$ cat src/rtl/hs_tx_bridge_if.sv
// rtl/hs_tx_bridge_if.sv - signal bundle between a valid/ready source, hs_tx_bridge and a two-phase receiver
//
// Signals:
//   io_In_valid   source word present (source -> bridge)
//   io_In_ready   bridge can accept a word (bridge -> source)
//   io_In_bits    source word, WIDTH bits (source -> bridge)
//   io_Out_HS_Req two-phase request; every toggle is one transfer (bridge -> receiver)
//   io_Out_HS_Ack two-phase acknowledge, asynchronous to the clock (receiver -> bridge)
//   io_Out_Data   bundled data, WIDTH bits (bridge -> receiver)
//   io_Sent       completed-transfer counter, 16 bits (only with HS_TX_STATUS_EN)
// Modports: slave = bridge side, master = source/receiver side.
`timescale 1ns/1ps
interface hs_tx_bridge_if #(
   parameter int WIDTH = 8
);
   logic             io_In_valid;
   logic             io_In_ready;
   logic [WIDTH-1:0] io_In_bits;
   logic             io_Out_HS_Req;
   logic             io_Out_HS_Ack;
   logic [WIDTH-1:0] io_Out_Data;
`ifdef HS_TX_STATUS_EN
   logic [15:0]      io_Sent;

   modport slave (
      input  io_In_valid, io_In_bits, io_Out_HS_Ack,
      output io_In_ready, io_Out_HS_Req, io_Out_Data, io_Sent
   );
   modport master (
      output io_In_valid, io_In_bits, io_Out_HS_Ack,
      input  io_In_ready, io_Out_HS_Req, io_Out_Data, io_Sent
   );
`else
   modport slave (
      input  io_In_valid, io_In_bits, io_Out_HS_Ack,
      output io_In_ready, io_Out_HS_Req, io_Out_Data
   );
   modport master (
      output io_In_valid, io_In_bits, io_Out_HS_Ack,
      input  io_In_ready, io_Out_HS_Req, io_Out_Data
   );
`endif
endinterface

$ cat src/rtl/hs_tx_bridge.sv
// rtl/hs_tx_bridge.sv - valid/ready to two-phase bundled-data transmitter with a small FIFO
//
// Purpose: buffers words from a synchronous valid/ready source and issues each one on a
// two-phase Req/Ack channel. Data is loaded only while no transfer is outstanding, and Req
// toggles one cycle after the load, so the data is stable before and during every request.
// Ports:
//   clock  single clock, rising edge
//   reset  asynchronous, active-high; clears all state
//   bus    hs_tx_bridge_if.slave (io_In_*, io_Out_HS_Req/Ack, io_Out_Data[, io_Sent])
// Parameters: WIDTH data bits, DEPTH FIFO entries (power of two, >= 2).
// Optional feature macro: HS_TX_STATUS_EN adds the 16-bit io_Sent transfer counter.
`timescale 1ns/1ps
module hs_tx_bridge #(
   parameter int WIDTH = 8,
   parameter int DEPTH = 4
) (
   input  logic           clock,
   input  logic           reset,
   hs_tx_bridge_if.slave  bus
);
   localparam int AW = $clog2(DEPTH);
   localparam int CW = AW + 1;
   localparam logic [CW-1:0] FULL_CNT = CW'(DEPTH);

   typedef enum logic [1:0] {
      IDLE     = 2'd0,
      SETUP    = 2'd1,
      WAIT_ACK = 2'd2
   } state_t;

   state_t           state_q, state_d;
   logic             req_q, req_d;
   logic [WIDTH-1:0] data_q, data_d;
   logic             ack_meta_q, ack_s_q;

   logic [WIDTH-1:0] mem_q [DEPTH];
   logic [AW-1:0]    wr_ptr_q, rd_ptr_q;
   logic [CW-1:0]    count_q;
   logic             full, empty, push, pop;

   assign full  = (count_q == FULL_CNT);
   assign empty = (count_q == '0);
   // ready depends on registered count only, never on io_In_valid
   assign push  = bus.io_In_valid && !full;

   assign bus.io_In_ready   = !full;
   assign bus.io_Out_HS_Req = req_q;
   assign bus.io_Out_Data   = data_q;

   // Ack comes from an unclocked receiver; two flops before anything looks at it
   always_ff @(posedge clock or posedge reset) begin
      if (reset) begin
         ack_meta_q <= 1'b0;
         ack_s_q    <= 1'b0;
      end else begin
         ack_meta_q <= bus.io_Out_HS_Ack;
         ack_s_q    <= ack_meta_q;
      end
   end

   always_ff @(posedge clock or posedge reset) begin
      if (reset) begin
         for (int i = 0; i < DEPTH; i++) begin
            mem_q[i] <= '0;
         end
         wr_ptr_q <= '0;
         rd_ptr_q <= '0;
         count_q  <= '0;
      end else begin
         if (push) begin
            mem_q[wr_ptr_q] <= bus.io_In_bits;
            wr_ptr_q        <= wr_ptr_q + AW'(1);
         end
         if (pop) begin
            rd_ptr_q <= rd_ptr_q + AW'(1);
         end
         case ({push, pop})
            2'b10:   count_q <= count_q + CW'(1);
            2'b01:   count_q <= count_q - CW'(1);
            default: count_q <= count_q;
         endcase
      end
   end

   always_ff @(posedge clock or posedge reset) begin
      if (reset) begin
         state_q <= IDLE;
         req_q   <= 1'b0;
         data_q  <= '0;
      end else begin
         state_q <= state_d;
         req_q   <= req_d;
         data_q  <= data_d;
      end
   end

   always_comb begin
      state_d = state_q;
      req_d   = req_q;
      data_d  = data_q;
      pop     = 1'b0;
      case (state_q)
         IDLE: begin
            if (!empty) begin
               data_d  = mem_q[rd_ptr_q];
               pop     = 1'b1;
               state_d = SETUP;
            end
         end
         SETUP: begin
            // data was loaded on the previous edge, so it leads the Req toggle by a cycle
            req_d   = ~req_q;
            state_d = WAIT_ACK;
         end
         WAIT_ACK: begin
            if (ack_s_q == req_q) begin
               if (!empty) begin
                  data_d  = mem_q[rd_ptr_q];
                  pop     = 1'b1;
                  state_d = SETUP;
               end else begin
                  state_d = IDLE;
               end
            end
         end
         default: state_d = IDLE;
      endcase
   end

`ifdef HS_TX_STATUS_EN
   logic [15:0] sent_q;
   logic        done;

   assign done        = (state_q == WAIT_ACK) && (ack_s_q == req_q);
   assign bus.io_Sent = sent_q;

   // wraps naturally from 0xFFFF to 0x0000
   always_ff @(posedge clock or posedge reset) begin
      if (reset) begin
         sent_q <= 16'h0000;
      end else if (done) begin
         sent_q <= sent_q + 16'h0001;
      end
   end
`endif
endmodule
$ cat src/flat_wrapper.sv
// flat-port wrapper written by rule: the top's interface ports become plain ports
module hs_tx_bridge_flat 
#(
   parameter int WIDTH = 8,
   parameter int DEPTH = 4
)
  (clock, reset, bus_io_In_valid, bus_io_In_bits, bus_io_Out_HS_Ack, bus_io_In_ready, bus_io_Out_HS_Req, bus_io_Out_Data);
  hs_tx_bridge_if #(.WIDTH(WIDTH)) bus_i ();
  input  logic clock;
  input  logic reset;
  input wire logic [$bits(bus_i.io_In_valid)-1:0] bus_io_In_valid;
  input wire logic [$bits(bus_i.io_In_bits)-1:0] bus_io_In_bits;
  input wire logic [$bits(bus_i.io_Out_HS_Ack)-1:0] bus_io_Out_HS_Ack;
  output wire logic [$bits(bus_i.io_In_ready)-1:0] bus_io_In_ready;
  output wire logic [$bits(bus_i.io_Out_HS_Req)-1:0] bus_io_Out_HS_Req;
  output wire logic [$bits(bus_i.io_Out_Data)-1:0] bus_io_Out_Data;
  assign bus_i.io_In_valid = bus_io_In_valid;
  assign bus_i.io_In_bits = bus_io_In_bits;
  assign bus_i.io_Out_HS_Ack = bus_io_Out_HS_Ack;
  assign bus_io_In_ready = bus_i.io_In_ready;
  assign bus_io_Out_HS_Req = bus_i.io_Out_HS_Req;
  assign bus_io_Out_Data = bus_i.io_Out_Data;
  hs_tx_bridge #(.WIDTH(WIDTH), .DEPTH(DEPTH)) u_core (.clock(clock), .reset(reset), .bus(bus_i));
endmodule
$ cat config.mk
export PLATFORM = sky130hd
export DESIGN_NAME = hs_tx_bridge_flat
export DESIGN_NICKNAME = d
export VERILOG_FILES = /design/src/rtl/hs_tx_bridge_if.sv /design/src/rtl/hs_tx_bridge.sv /design/src/flat_wrapper.sv
export SDC_FILE = /design/constraint.sdc
export NUM_CORES = 1
export LEC_CHECK = 0
export CAP_MARGIN = 10
export CORE_MARGIN = 2
export CORE_UTILIZATION = 41
export CTS_BUF_LIST = sky130_fd_sc_hd__clkbuf_2 sky130_fd_sc_hd__clkbuf_4 sky130_fd_sc_hd__clkbuf_8
export DETAILED_ROUTE_END_ITERATION = 6
export PLACE_DENSITY = 0.7
export SYNTH_ARGS = -nofsm -noshare
export SYNTH_HDL_FRONTEND = slang
export SYNTH_SLANG_ARGS = --single-unit
$ cat constraint.sdc
create_clock -name clock -period 2.3 [get_ports clock]
set_input_delay 0.575 -clock clock [delete_from_list [all_inputs] [get_ports clock]]
set_output_delay 0.575 -clock clock [all_outputs]
set_load 0.05 [all_outputs]
==> flow_summary.yaml, run 1 <==
setup_path:
  critical_path.max_stage_delay_ns: 0.82
  worst-path-buf-inv: 1
  worstSetupPathType: "reg -> out"
  end_kind: "output pin"
  required_ns: 1.73
  crit_family: "buffers and inverters"
  worstPathMaxFanout: 3
  crit_slowest_cell: "clkdlybuf4s50_1"
  worstPathCellList: "clkdlybuf4s50_1"
  cp.arrival_ns: 1.54
  start_kind: "flop"
power:
  power.density_mw_per_mm2: 1540
  power.total_mw: 4.21
  leakagePower_nw: 1.17
  irDropWorstVdd_v: 0.000498
route:
  wl_met3_um: 145
  viasPerCell: 5.18
  wl_met1_um: 1670
  drt_iter0_drc: 42
  met2RoutedLength_um: 2090
  vias: 1254
  post_drt_wl_per_cell_um: 16.3
  firstDrtPassIters: 4
  totalWireLength_um: 3960
  top_layer: "met4"
  drc_errors: 0
  postRouteAntennaNets: 0
global_route:
  grt_start_max_net_pins: 30
  grt_pass1_vias: 1373
  grt_use_total_pct: 14.3
  antenna_found_initial: 0
  grt.overflow.total: 0
  grt_pass1_wl_um: 6680
floorplan:
  die_height_um: 79.0
  die-area_mm2: 0.00625
  start_util_pct: 42.2
  num_io_pins: 22
  fp.coreArea_mm2: 0.00547
  rows: 27
  die_w_um: 79.0
timing:
  worst_pin_slew_ns: 0.520
  hold_ws_ns: 0.361
  fin_crit_ns: 2.12
  relSlewSlack_pct: 65.3
  final-hold-violation-count: 0
  final_max_slew_viol_count: 0
  finClkSkew_ns: 0.00646
  timing.final.crit_share_pct: 92.1
  setup_viol: 0
  tns_ns: 0
  rsz0062_at_grt: "no"
  max_freq_ghz: 0.472
job:
  drv_cap: 0
yosys:
  ys.flop_type: "dfrtp_1"
  ys_ff_latch: 52
  synthesis.area_mm2: 0.00231
  yosys_warnings: 0
  synth_area_leaders: "dfrtp_1 56%, mux2_2 20%, mux4_1 8.0%"
  synth_seq_area_share_pct: 56.4
  synth_most_common_cell: "dfrtp_1"
  synth_cell_type_count: 22
  synthArstFlopShare_pct: 100
  synth_edf_count: 0
  synth_top_cell_area_share_pct: 56.4
  synth_cells: 141
  synth_area_leader_cell: "dfrtp_1"
  syn_area_per_cell_um2: 16.4
  synth_commonest_cells: "52 x dfrtp_1, 41 x mux2_2, 7 x inv_1, 7 x mux4_1, 5 x ha_1"
  synthesis.nets: 159
clock_network:
  cts_resized: 0
  clock-sinks: 52
  numCtsBuffers: 5
  path_clk_slew_ns: 0.09
  cts_buffer_depth: 2
  ctsHoldBuffers: 0
  h-tree-depth: 2
  cts_tree: "done"
  cts-root-buf: "clkbuf_8"
  cts_setup_buffers: 0
  clk_latency_ns: 0.30
cells_and_area:
  area_delta_synth_final_pct: 18.4
  drive_gt1_share_pct: 38.8
  nets: 187
  antenna_cells: 0
  instances_no_fill: 242
place:
  gp_congestion: 0.638
  dp.final_hpwl_um: 2750
  port-buffer-count: 21
  place_inst: 234
status:
  outcome: "finished, final reports clean"
worst_hold_path:
  min_path_type: "reg -> reg"
[worst register-to-register path, cell delays in order (launching register included)]
cell,delay [ns]
dfrtp_1,0.42
or3b_1,0.42
nand2_1,0.15
ha_2,0.22
inv_2,0.04
fa_2,0.32
xor2_1,0.15
nor2_1,0.12
xor2_1,0.15
[cell usage in the layout (no fill, tap or decap), types with 2 or more instances in the layout]
cell type and n:
clkbuf_8 6, xnor2_1 4, nand3_2 4, buf_4 4, nand2_1 2, xor2_1 3, mux4_1 7, mux2_2 41
inv_1 5, clkdlybuf4s50_1 20, dfrtp_1 51, inv_2 2, ha_1 4
[routing by layer]
metal,vias to the layer above,GRT usage (%)
li1,566,-
met1,662,18.1
met2,21,24.1
met3,5,3.64
met4,0,4.83
met5,-,0
[registers in the layout, indices dropped and copies added (netlist names)]
name	count
u_core.count_q	3
u_core.mem_q	32
u_core.ack_meta_q	1
u_core.state_q	2
u_core.rd_ptr_q	2
u_core.wr_ptr_q	2
u_core.ack_s_q	1
u_core.bus.io_Out_HS_Req	1
u_core.bus.io_Out_Data	8
[report_power, final]
group          switching [mW]  leakage (nW)  internal (mW)
Sequential              0.343         0.615           1.39
Clock                   0.286        0.0479          0.257
Combinational           0.885         0.505           1.05
[area by class of cell]
cell class	count	area, µm²
Inverter	7	26.3
Sequential cell	52	1300
Timing Repair Buffer	25	250
Clock inverter	1	7.51
Tap cell	72	90.1
Fill cell	477	2740
Multi-Input combinational cell	78	967
Clock buffer	7	90.1
[worst paths after layout]
kind / from / end / slack [ns] / depth (start not counted)
max reg2reg: u_core.count_q[0]$_DFFE_PP0P_ / u_core.count_q[2]$_DFFE_PP0P_ / 0.23 / 8
min reg2reg: u_core.ack_meta_q$_DFF_PP0_ / u_core.ack_s_q$_DFF_PP0_ / 0.36 / 0
min: u_core.ack_meta_q$_DFF_PP0_ / u_core.ack_s_q$_DFF_PP0_ / 0.36 / 0
max: u_core.bus.io_Out_HS_Req$_DFFE_PP0N_ / bus_io_Out_HS_Req / 0.18 / 1
min in group asynchronous: reset / u_core.bus.io_Out_Data[6]$_DFFE_PP0P_ / 0.63 / 2
max in group asynchronous: reset / u_core.mem_q[17]$_DFFE_PP0P_ / 1.14 / 3
[cell families (layout without fill, tap and decap cells)]
logic type               after synthesis  in the layout  synth area share, %
flip-flops                            52             52                 56.4
AND/OR/NAND/NOR                       10             10                 3.09
AO/OA/AOI/OAI                          4              4                 1.79
buffers and inverters                 11             40                 2.76
XOR/XNOR                               8              8                 3.03
adder cells (fa/ha/maj)                6              6                 3.58
multiplexers                          50             50                 29.4
[per-stage QoR]
stage	util [%]	setup slack [ns]	instance area, µm²
after CTS	50.0	0.162	2730
after detailed placement	48.2	0.0775	2640
after floorplan	-	0.00596	2330
after global routing	50.0	0.128	2730
final	50.0	0.183	2730
after global placement	48.2	0.143	2640
Power figures use the tool's default switching activity.
==> run 2, diff against run 1 <==
Settings changed: CELL_PAD_IN_SITES_DETAIL_PLACEMENT set to 1, CELL_PAD_IN_SITES_GLOBAL_PLACEMENT set to 1, PLACE_DENSITY 0.7 to 0.79.
==> run 2 against run 1 <==
  * Sequential share of layout area did not move
  * Hold slack improved by 0.0016 ns
  * Global-route usage increased by 0.74 points
  * Largest cell class unchanged
  * Count of clock-buffer cells in the layout decreased by 2
  * Cell area unchanged
==> flow_summary.yaml, run 2 (synthesis results as in run 1) <==
status:
  outcome: "finished, final reports clean"
global_route:
  grt_pass1_vias: 1397
  grt_pass1_wl_um: 7030
  grt.overflow.total: 0
  antenna_found_initial: 0
  grt_start_max_net_pins: 26
  grt_use_total_pct: 15.0
setup_path:
  worstPathMaxFanout: 3
  cp.arrival_ns: 1.55
  crit_family: "buffers and inverters"
  end_kind: "output pin"
  critical_path.max_stage_delay_ns: 0.82
  required_ns: 1.73
  crit_slowest_cell: "clkdlybuf4s50_1"
  start_kind: "flop"
  worst-path-buf-inv: 1
  worstPathCellList: "clkdlybuf4s50_1"
  worstSetupPathType: "reg -> out"
route:
  postRouteAntennaNets: 0
  drt_iter0_drc: 39
  post_drt_wl_per_cell_um: 17.4
  vias: 1244
  viasPerCell: 5.12
  drc_errors: 0
  firstDrtPassIters: 4
  totalWireLength_um: 4230
timing:
  timing.final.crit_share_pct: 92.3
  relSlewSlack_pct: 62.8
  worst_pin_slew_ns: 0.544
  final-hold-violation-count: 0
  fin_ws_ns: 0.177
  hold_ws_ns: 0.363
  rsz0062_at_grt: "no"
  max_freq_ghz: 0.471
  finClkSkew_ns: 0.0129
  final_max_slew_viol_count: 0
  tns_ns: 0
  fin_crit_ns: 2.12
  setup_viol: 0
cells_and_area:
  antenna_cells: 0
  seq_area_mm2: 0.00130
  multi_input_area_um2: 967
  nets: 188
  drive_gt1_share_pct: 39.2
  instances_no_fill: 243
  layout_common_cells: "51 x dfrtp_1, 41 x mux2_2, 20 x clkdlybuf4s50_1"
  finalCoreUtilization_pct: 50.0
  largest-register: "u_core.mem_q"
  largest_reg_flops: 32
  area_delta_synth_final_pct: 18.4
  final_area_mm2: 0.00273
  fillerInstances: 554
  layout_commonest_cell: "dfrtp_1"
job:
  drv_cap: 0
clock_network:
  cts_setup_buffers: 0
  h-tree-depth: 2
  cts_buffer_depth: 2
  cts_resized: 0
  numCtsBuffers: 5
  clk_latency_ns: 0.31
  cts_tree: "done"
  cts-root-buf: "clkbuf_8"
  clock-sinks: 52
  path_clk_slew_ns: 0.09
  ctsHoldBuffers: 0
place:
  dp_slack_ns: 0.0361
  dp.final_hpwl_um: 3030
  port-buffer-count: 21
  place_inst: 235
  gp_congestion: 0.711
  dpl_cell_area_mm2: 0.00264
floorplan:
  fp.coreArea_mm2: 0.00547
  start_util_pct: 42.2
  rows: 27
  die-area_mm2: 0.00625
  num_io_pins: 22
  die_height_um: 79.0
  die_w_um: 79.0
worst_hold_path:
  min_path_type: "reg -> reg"
power:
  leakagePower_nw: 1.17
  irDropWorstVdd_v: 0.000634
  power.total_mw: 4.20
  power.density_mw_per_mm2: 1540
-- run 2: changes by cell type in the layout (fill, tap and decap cells not counted), sizes merged --
cell / before / now
clkbuf: 7 / 5
clkinv: 0 / 1
buf: 5 / 6
inv: 7 / 8
-- run 2: layout make-up --
class / count / share of cell area [%]
sequential: 52 / 47.6
multi-input combinational: 78 / 35.4
timing repair buffer: 26 / 9.43
tap: 72 / 3.30
clock buffer: 5 / 2.52
inverter: 7 / 0.961
clock inverter: 3 / 0.778
-- run 2: path summary, 6_finish.rpt --
check / from / to / slack [ns] / depth (start not counted)
setup / recovery: u_core.bus.io_Out_HS_Req$_DFFE_PP0N_ / bus_io_Out_HS_Req / 0.18 / 1
hold / removal: u_core.ack_meta_q$_DFF_PP0_ / u_core.ack_s_q$_DFF_PP0_ / 0.36 / 0
setup reg to reg: u_core.count_q[0]$_DFFE_PP0P_ / u_core.count_q[2]$_DFFE_PP0P_ / 0.22 / 8
hold reg to reg: u_core.ack_meta_q$_DFF_PP0_ / u_core.ack_s_q$_DFF_PP0_ / 0.36 / 0
max in group asynchronous: reset / u_core.count_q[2]$_DFFE_PP0P_ / 1.24 / 3
min in group asynchronous: reset / u_core.mem_q[16]$_DFFE_PP0P_ / 0.52 / 2
-- run 2: report_power, final --
group / total, mW / internal (mW) / switching [mW]
combinational: 1.94 / 1.05 / 0.897
sequential: 1.73 / 1.39 / 0.342
clock: 0.522 / 0.216 / 0.306
total: 4.20 / 2.65 / 1.55
-- run 2: layer usage --
metal  part of all wire (%)  vias to the layer above  wire length, µm  track usage, %
met5                      0                        -                0               0
met4                   0.99                        0               42            4.66
met3                    3.5                        5              148            4.32
met2                     51                       20             2160            25.3
met1                     44                      653             1870            18.8
li1                       -                      566                -               -
==> run 3, diff against run 2 <==
Settings changed: ABC_CLOCK_PERIOD_IN_PS set to 2300, SLEW_MARGIN set to 20.
==> results of run 3 <==
The final DEF is identical to that of run 2; final timing and power are the same.
==> edit: new RTL, flow settings as in run 3 <==
`DEPTH` is set to 4 in 2 places; all go to 2.
--- a/src/rtl/hs_tx_bridge.sv
+++ b/src/rtl/hs_tx_bridge.sv
@@ -12,7 +12,7 @@
 `timescale 1ns/1ps
 module hs_tx_bridge #(
    parameter int WIDTH = 8,
-   parameter int DEPTH = 4
+   parameter int DEPTH = 2
 ) (
    input  logic           clock,
    input  logic           reset,
--- a/src/flat_wrapper.sv
+++ b/src/flat_wrapper.sv
@@ -2,7 +2,7 @@
 module hs_tx_bridge_flat 
 #(
    parameter int WIDTH = 8,
-   parameter int DEPTH = 4
+   parameter int DEPTH = 2
 )
   (clock, reset, bus_io_In_valid, bus_io_In_bits, bus_io_Out_HS_Ack, bus_io_In_ready, bus_io_Out_HS_Req, bus_io_Out_Data);
   hs_tx_bridge_if #(.WIDTH(WIDTH)) bus_i ();
Behaviour: not the same (Yosys sat finds a counterexample within 4 cycles, from zero or initial values and one cycle with reset high).
==> edit against run 3 <==
- first-iteration DRC count fell by 85%
- via count fell by 37%
- cell area fell by 38%
- worst hold slack improved by 8.2 ps
- cell count fell by 34%
- routed wire length fell by 43%
- highest routed layer unchanged
- sequential cell count fell by 19
- sequential share of layout area rose by 1.4 points
- setup slack got worse by 5.6 ps
- area after synthesis fell by 42%
- clock power fell by 30%
- power fell by 33%
- die area fell by 40%
==> edit: results (changes against run 3) <==
first-pass GRT wire length 4000 um (-43%); #MultiIn Comb 51 (-35%); 1st-pass router iterations 3 (-1); largest net degree at the start of global routing 34 (+31%); critical path peak fanout 3 (unchanged); Die Area 3770 sq um (-40%); GPL Wtd Cong 0.655 (-7.8%); Syn Nets 100 (-37%); sequential share of the synthesized area 61.2% (+4.8 points); met1 Use GR 18.1% (-0.74 points); Post-Route WL 2410 um (-43%); outcome finished, final reports clean; number of non-clock buffers 23 (-12%); Seq cells 33 (-37%); # clk buffers 7 (+2); placed cell count 152 (-35%); CTS Root Buffer Type clkbuf_4; GR Layer Usage met2 25.5% (+0.19 points); GRT Util Overall 15.9% (+0.82 points); Synth area leaders dfrtp_1, mux2_2, xnor2_1; DR WL/cell 15.1 um (-13%); area of the multi-input gates 508 sq um (-47%); Clk Latency, worst-skew pair 330 ps (+20 ps); Worst Tran Pin Value 507 ps (-36.9 ps); via count 778 (-37%); P&R area growth vs syn 24.8%; ClkCell Share 4.16% (+0.86 points); Logic inverters 1 (-6); CP max stage cell clkdlybuf4s50_1; share of cells above drive strength 1 37.9% (-1.3 points); number of global-route vias before repair 821 (-41%); final layout net count 128 (-32%); leak pwr 0.713 nW (-39%); Seq/total area 49.0% (+1.4 points); worst slack, placed 260 ps (+224 ps); synth unique cells 16 (-27%); Largest register FFs 16 (-50%)
edit: changes by cell type after synthesis, moves of 4 or more:
| cell | change |
|---|---|
| mux2_2 | -9 |
| mux4_1 | -7 |
| dfrtp_1 | -19 |
| ha_1 | -4 |
| inv_1 | -6 |
| nand3_2 | -4 |
edit: layer usage:
metal / wire length [um] / part of all wire, %
met4: 42 / 1.7
met5: 0 / 0
met1: 1010 / 42
met2: 1240 / 52
met3: 119 / 4.9
edit: worst register-to-register path: stages (launching register included):
cell      delay (ps)
dfrtp_1          420
xor2_1           220
a211oi_4         390
ha_1             320
nor2_1           150
xor2_1           170
edit: cell families (layout without fill, tap and decap cells):
kind of cell,count (synthesis),in the layout,share of synthesized area (%)
buffers and inverters,3,32,1.20
xor gates and xnor gates,7,7,4.54
AOI/OAI and AO/OA,3,3,2.41
and+or+nand+nor,8,8,3.06
muxes,32,32,26.7
adders and majority gates,1,1,0.927
DFF,33,33,61.2
edit: where the power goes:
group / leakage [nW] / internal, mW / switching [mW] / total, mW
Combinational: 0.283 / 0.682 / 0.683 / 1.37
Sequential: 0.390 / 0.875 / 0.209 / 1.08
Clock: 0.0413 / 0.177 / 0.189 / 0.366
Total: 0.713 / 1.73 / 1.08 / 2.82
edit: path summary, 6_finish.rpt:
kind / start / endpoint / slack, ps / cells past startpoint
worst min register to register: u_core.ack_meta_q / u_core.ack_s_q / 370 / 0
worst max-delay path: u_core.bus.io_Out_HS_Req / bus_io_Out_HS_Req / 170 / 1
max in group asynchronous: reset / u_core.mem_q[2] / 1390 / 3
worst max register to register: u_core.bus.io_Out_HS_Req / u_core.count_q[1] / 570 / 5
min in group asynchronous: reset / u_core.bus.io_Out_Data[0] / 620 / 3
worst min-delay path: u_core.ack_meta_q / u_core.ack_s_q / 370 / 0
